File: src/rtl/sqrt_pkg.sv
`default_nettype none
// ============================================================================
// Module : sqrt_pkg
// Brief  : Shared types and sizing helpers for the iterative square-root unit.
//          Provides the FSM state encoding and width/latency functions that
//          derive from the radical width W.
// Rev    : 1.0  initial release
// ============================================================================
package sqrt_pkg;

    typedef enum logic [1:0] {
        S_IDLE = 2'd0,
        S_CALC = 2'd1,
        S_DONE = 2'd2
    } state_t;

    // Clock edges from the accept edge to out_valid rising: one root bit per edge.
    function automatic int sqrt_latency(input int w);
        return w / 2;
    endfunction

    // Width of the integer root for a W-bit radical.
    function automatic int root_w(input int w);
        return w / 2;
    endfunction

endpackage : sqrt_pkg
`default_nettype wire

File: src/rtl/sqrt_step.sv
`default_nettype none
// ============================================================================
// Module : sqrt_step
// Brief  : One combinational iteration of the restoring digit-by-digit
//          square root. Brings down the next two radicand bits, trials the
//          (root<<2)|1 subtrahend and emits the next remainder and root.
// Ports  : rem      - current partial remainder (RW+2 bits)
//          root     - current partial root (RW bits)
//          bits     - next two unconsumed radicand bits, MSB first
//          rem_nxt  - partial remainder after this iteration
//          root_nxt - partial root after this iteration
// Rev    : 1.0  initial release
// ============================================================================
module sqrt_step #(
    parameter int RW = 8
) (
    input  logic [RW+1:0] rem,
    input  logic [RW-1:0] root,
    input  logic [1:0]    bits,
    output logic [RW+1:0] rem_nxt,
    output logic [RW-1:0] root_nxt
);

    logic [RW+1:0] w_shift;
    logic [RW+1:0] w_trial;
    logic          w_unused_hi;

    // The partial remainder never exceeds 2*root before the shift, so its top
    // two bits are always zero here and the shifted value fits in RW+2 bits.
    assign w_shift     = {rem[RW-1:0], bits};
    assign w_trial     = {root, 2'b01};
    assign w_unused_hi = &{1'b0, rem[RW+1:RW]};

    always_comb begin
        rem_nxt  = w_shift;
        root_nxt = {root[RW-2:0], 1'b0};
        if (w_shift >= w_trial) begin
            rem_nxt  = w_shift - w_trial;
            root_nxt = {root[RW-2:0], 1'b1};
        end
    end

endmodule : sqrt_step
`default_nettype wire

File: src/rtl/sqrt_iter.sv
`default_nettype none
// ============================================================================
// Module : sqrt_iter
// Brief  : Handshaked iterative integer square root. Computes
//          q = floor(sqrt(radical)) and remainder = radical - q*q, one root
//          bit per clock, with an opaque tag carried through.
// Ports  : clk, rst                 - clock, synchronous active-high reset
//          in_valid/in_ready        - operand handshake
//          radical, in_tag          - operand and its tag
//          out_valid/out_ready      - result handshake
//          q, remainder, out_tag    - result and echoed tag
// Rev    : 1.0  initial release
// ============================================================================
module sqrt_iter
    import sqrt_pkg::*;
#(
    parameter int W     = 16,
    parameter int TAG_W = 4
) (
    input  logic                  clk,
    input  logic                  rst,
    input  logic                  in_valid,
    output logic                  in_ready,
    input  logic [W-1:0]          radical,
    input  logic [TAG_W-1:0]      in_tag,
    output logic                  out_valid,
    input  logic                  out_ready,
    output logic [W/2-1:0]        q,
    output logic [W/2:0]          remainder,
    output logic [TAG_W-1:0]      out_tag
);

    localparam int c_rw = root_w(W);
    localparam int c_cw = (c_rw > 1) ? $clog2(c_rw) : 1;
    localparam logic [c_cw-1:0] c_cnt_init = c_cw'(sqrt_latency(W) - 1);

    generate
        if ((W % 2) != 0 || W < 4) begin : g_bad_w
            $error("sqrt_iter: W must be even and >= 4");
        end
        if (TAG_W < 1) begin : g_bad_tag
            $error("sqrt_iter: TAG_W must be >= 1");
        end
    endgenerate

    state_t            r_state;
    logic [W-1:0]      r_rad;
    logic [c_rw+1:0]   r_rem;
    logic [c_rw-1:0]   r_root;
    logic [c_cw-1:0]   r_cnt;
    logic [TAG_W-1:0]  r_tag;

    logic [c_rw+1:0]   w_rem_nxt;
    logic [c_rw-1:0]   w_root_nxt;

    sqrt_step #(
        .RW       (c_rw)
    ) u_step (
        .rem      (r_rem),
        .root     (r_root),
        .bits     (r_rad[W-1:W-2]),
        .rem_nxt  (w_rem_nxt),
        .root_nxt (w_root_nxt)
    );

    // A finishing result can hand off and a new operand be taken on the
    // same edge, which keeps back-to-back operations gap-free.
    assign in_ready = !rst && ((r_state == S_IDLE) ||
                               ((r_state == S_DONE) && out_ready));

    always_ff @(posedge clk) begin
        if (rst) begin
            r_state   <= S_IDLE;
            out_valid <= 1'b0;
            q         <= '0;
            remainder <= '0;
            out_tag   <= '0;
            r_rad     <= '0;
            r_rem     <= '0;
            r_root    <= '0;
            r_cnt     <= '0;
            r_tag     <= '0;
        end else begin
            case (r_state)
                S_IDLE: begin
                    if (in_valid) begin
                        r_rad   <= radical;
                        r_tag   <= in_tag;
                        r_rem   <= '0;
                        r_root  <= '0;
                        r_cnt   <= c_cnt_init;
                        r_state <= S_CALC;
                    end
                end
                S_CALC: begin
                    r_rad  <= {r_rad[W-3:0], 2'b00};
                    r_rem  <= w_rem_nxt;
                    r_root <= w_root_nxt;
                    r_cnt  <= r_cnt - 1'b1;
                    if (r_cnt == '0) begin
                        r_state   <= S_DONE;
                        out_valid <= 1'b1;
                        q         <= w_root_nxt;
                        // Final remainder is at most 2q, so W/2+1 bits hold it.
                        remainder <= w_rem_nxt[c_rw:0];
                        out_tag   <= r_tag;
                    end
                end
                S_DONE: begin
                    if (out_ready) begin
                        out_valid <= 1'b0;
                        if (in_valid) begin
                            r_rad   <= radical;
                            r_tag   <= in_tag;
                            r_rem   <= '0;
                            r_root  <= '0;
                            r_cnt   <= c_cnt_init;
                            r_state <= S_CALC;
                        end else begin
                            r_state <= S_IDLE;
                        end
                    end
                end
                default: begin
                    r_state <= S_IDLE;
                end
            endcase
        end
    end

endmodule : sqrt_iter
`default_nettype wire

File: config.mk
export PLATFORM = sky130hd
export DESIGN_NAME = sqrt_iter
export DESIGN_NICKNAME = d
export VERILOG_FILES = /design/src/rtl/sqrt_pkg.sv /design/src/rtl/sqrt_step.sv /design/src/rtl/sqrt_iter.sv
export SDC_FILE = /design/constraint.sdc
export NUM_CORES = 1
export LEC_CHECK = 0
export BUFFER_PORTS_ARGS = -buffer_cell sky130_fd_sc_hd__buf_2
export CAP_MARGIN = 20
export CELL_PAD_IN_SITES_DETAIL_PLACEMENT = 0
export CELL_PAD_IN_SITES_GLOBAL_PLACEMENT = 1
export CORE_ASPECT_RATIO = 1.4
export CORE_UTILIZATION = 45
export CTS_CLUSTER_SIZE = 25
export DETAILED_ROUTE_END_ITERATION = 10
export GPL_ROUTABILITY_DRIVEN = 0
export PLACE_DENSITY_LB_ADDON = 0.15
export SLEW_MARGIN = 20
export SYNTH_ARGS = -nofsm -noshare
export SYNTH_HDL_FRONTEND = slang
export SYNTH_SLANG_ARGS = --single-unit
export TNS_END_PERCENT = 1
File: constraint.sdc
create_clock -name clk -period 3.7 [get_ports clk]
set_input_delay 0.185 -clock clk [delete_from_list [all_inputs] [get_ports clk]]
set_output_delay 0.185 -clock clk [all_outputs]
set_load 0.05 [all_outputs]
==> run_results.csv <==
group,metric,value,unit
worst_hold_path,hold_class,"in -> reg",
power_and_ir_drop,swShare,0.442,
clock_tree,cts_buffers,9,
clock_tree,cts_resized,0,
sta,hold_viol,0,
placed_design,place_ws,1.42,ns
setup_path,critPathMaxFanout,12,
yosys,synth_ff_type,"dfxtp_1",
final_layout,syn_to_final_growth,15.5,%
sta,clock_skew,0.00831,ns
sta,setup_tns,0,ns
sta,max_freq,0.439,GHz
yosys,synth_common_cells,"nand2_1, dfxtp_1, a21oi_1",
final_layout,fin_area,3490,sq um
global_route,overflow,0,
routing,avgRoutedWirePerCell,13.9,microns
final_layout,nNetsFinal,457,
power_and_ir_drop,p_int,1720,uW
yosys,synthTopCellsByArea,"dfxtp_1, nand2_1, a21oi_1, ha_1, nor2_1",
setup_path,cp.required,3.92,ns
clock_tree,cts.sinks,63,
clock_tree,htree_levels,3,
placed_design,portBuffers,46,
power_and_ir_drop,leakagePower,0.00144,uW
sta,slew_violations,0,
clock_tree,cts_setup_buffers,0,
routing,drt_iter0_drc,76,
yosys,syn-num-nets,417,
sta,setup_ws,1.42,ns
yosys,yosysUniqueCellTypes,47,
clock_tree,tritoncts,"yes",
floorplanning,die_y,99.0,microns
power_and_ir_drop,p_sw,1370,uW
status,status,"finished with violations",
yosys,synth_cells,381,
clock_tree,root_buffer,"clkbuf_8",
global_route,grt_max_degree,54,
setup_path,end_kind,"flip-flop",
yosys,ys_seq_area_frac,0.417,
floorplanning,core_area,6530,sq um
routing,ant_nets,0,
global_route,grt_antenna_before_repair,0,
sta,period_needed,2.28,ns
clock_tree,hold_buffers,0,
yosys,synth_edf_count,0,
global_route,grt_pass1_vias,2518,
routing,firstDrtPassIters,7,
placed_design,place_area,3290,sq um
clock_tree,clk_latency,0.34,ns
sta,setup_viol,0,
yosys,netlist.area_leader.share,0.417,
status,violations,"DRC",
floorplanning,start_util,0.463,
routing,drt-vias-per-instance,5.38,
clock_tree,clk_pin_slew,0.07,ns
yosys,netlist_area,3020,sq um
setup_path,cp.arrival,2.49,ns
global_route,grt_usage,0.214,
global_route,grt_pass1_wl,11800,microns
power_and_ir_drop,clkPwrFrac,0.201,
setup_path,cp-start-kind,"flip-flop",
final_layout,drive_gt1_frac,0.174,
yosys,ys_ff_latch,63,
routing,vias,2690,
sta,fin_crit_sh,0.615,
power_and_ir_drop,vdd_drop_max,0.433,mV
yosys,yosysMostFrequentCell,"nand2_1",
yosys,syn_area_per_cell,7.94,sq um
yosys,synthArstFlopShare,0,
floorplanning,dieArea,7060,sq um
routing,drc,3,
power_and_ir_drop,power_frac_seq,0.283,
floorplanning,num_rows,35,
placed_design,post-dp-hpwl,4730,microns
sta,tightest_slew,1.01,ns
setup_path,criticalPathCategory,"reg -> reg",
yosys,synth_top_cell_by_area,"dfxtp_1",
job,drv_cap,0,
power_and_ir_drop,powerDensity,884,nW/um^2
yosys,synth_warnings,0,
sta,rsz0062_at_grt,"false",
floorplanning,die_w,71.3,microns
power_and_ir_drop,combPwrFrac,0.516,
routing,wl,6970,microns
final_layout,diodes,0,
sta,slew_headroom,0.329,
floorplanning,ioPinCount,47,
clock_tree,cts_buffer_depth,2,
==> routing by layer <==
layer | GRT usage | wire, microns | vias to the layer above
li1 | - | - | 1397
met1 | 0.238 | 3090 | 1250
met2 | 0.387 | 3650 | 37
met3 | 0.0562 | 176 | 6
met4 | 0.0738 | 54 | 0
met5 | 0 | 0 | -
==> logic make-up (layout without fill, tap and decap cells) <==
family          count (synthesis)  count (layout)  share of synthesized area
flops                          63              63                      0.417
fa+ha+maj                      12              12                     0.0496
buf+inv                        39              84                     0.0563
compound gates                 99              99                      0.215
simple gates                  157             157                      0.228
xor+xnor                        6               6                     0.0174
mux                             5               5                     0.0166
==> layout by cell type (no fill, tap or decap), drive strengths merged, types with 3 or more instances in the layout <==
cell type / instances
a211oi: 3
nand2b: 8
o21ai: 15
inv: 15
clkinv: 3
o21a: 3
xor2: 3
xnor2: 3
nand2: 84
nor2: 33
a311oi: 14
mux2i: 5
nor2b: 6
ha: 12
clkbuf: 11
buf: 53
or3: 3
dfxtp: 63
a21oi: 46
nand3: 13
==> registers in the layout (all words and copies together) (netlist names) <==
| register | count |
|---|---|
| r_rad | 16 |
| r_cnt | 3 |
| r_root | 8 |
| out_valid | 1 |
| out_tag | 4 |
| r_state | 2 |
| r_rem | 8 |
| remainder | 9 |
| r_tag | 4 |
| q | 8 |
==> metrics by stage <==
stage	instances	hold WS, ns	power [uW]	util
global placement	484	0.427	2460	0.504
floorplan	381	0.321	2270	-
detailed placement	484	0.435	2480	0.504
finish	500	0.0791	3090	0.535
CTS	500	0.0693	3110	0.535
global route	500	0.0698	3320	0.535
==> power groups by stage <==
stage	Combinational (uW)	Sequential (uW)	Clock [uW]
6_report	1590	873	619
5_1_grt	1760	886	669
4_1_cts	1600	872	634
3_5_place_dp	1590	887	0
3_3_place_gp	1570	886	0
2_1_floorplan	1330	938	0
==> cell type report <==
| type | count | area [sq um] |
|---|---|---|
| clock inverter | 5 | 56.3 |
| multi-input combinational | 279 | 1590 |
| fill | 663 | 3030 |
| sequential | 63 | 1260 |
| tap | 74 | 92.6 |
| timing repair buffer | 53 | 283 |
| inverter | 15 | 56.3 |
| clock buffer | 11 | 151 |
==> worst max-delay path, cell delays in order (launching register included) <==
cell	delay, ns
dfxtp_1	0.36
inv_1	0.05
ha_1	0.37
nand4_1	0.15
or2_1	0.29
o211ai_2	0.53
mux2i_1	0.30
o21ai_0	0.09
==> worst paths after layout <==
kind,cells past startpoint,endpoint,startpoint,slack [ns]
min reg2reg,2,out_tag[0],r_tag[0],0.45
max,7,r_rem[2],r_root[6],1.42
max reg2reg,7,r_rem[2],r_root[6],1.42
min,3,r_tag[3],in_tag[3],0.08
Note: power is estimated with default switching activity, not from simulation.
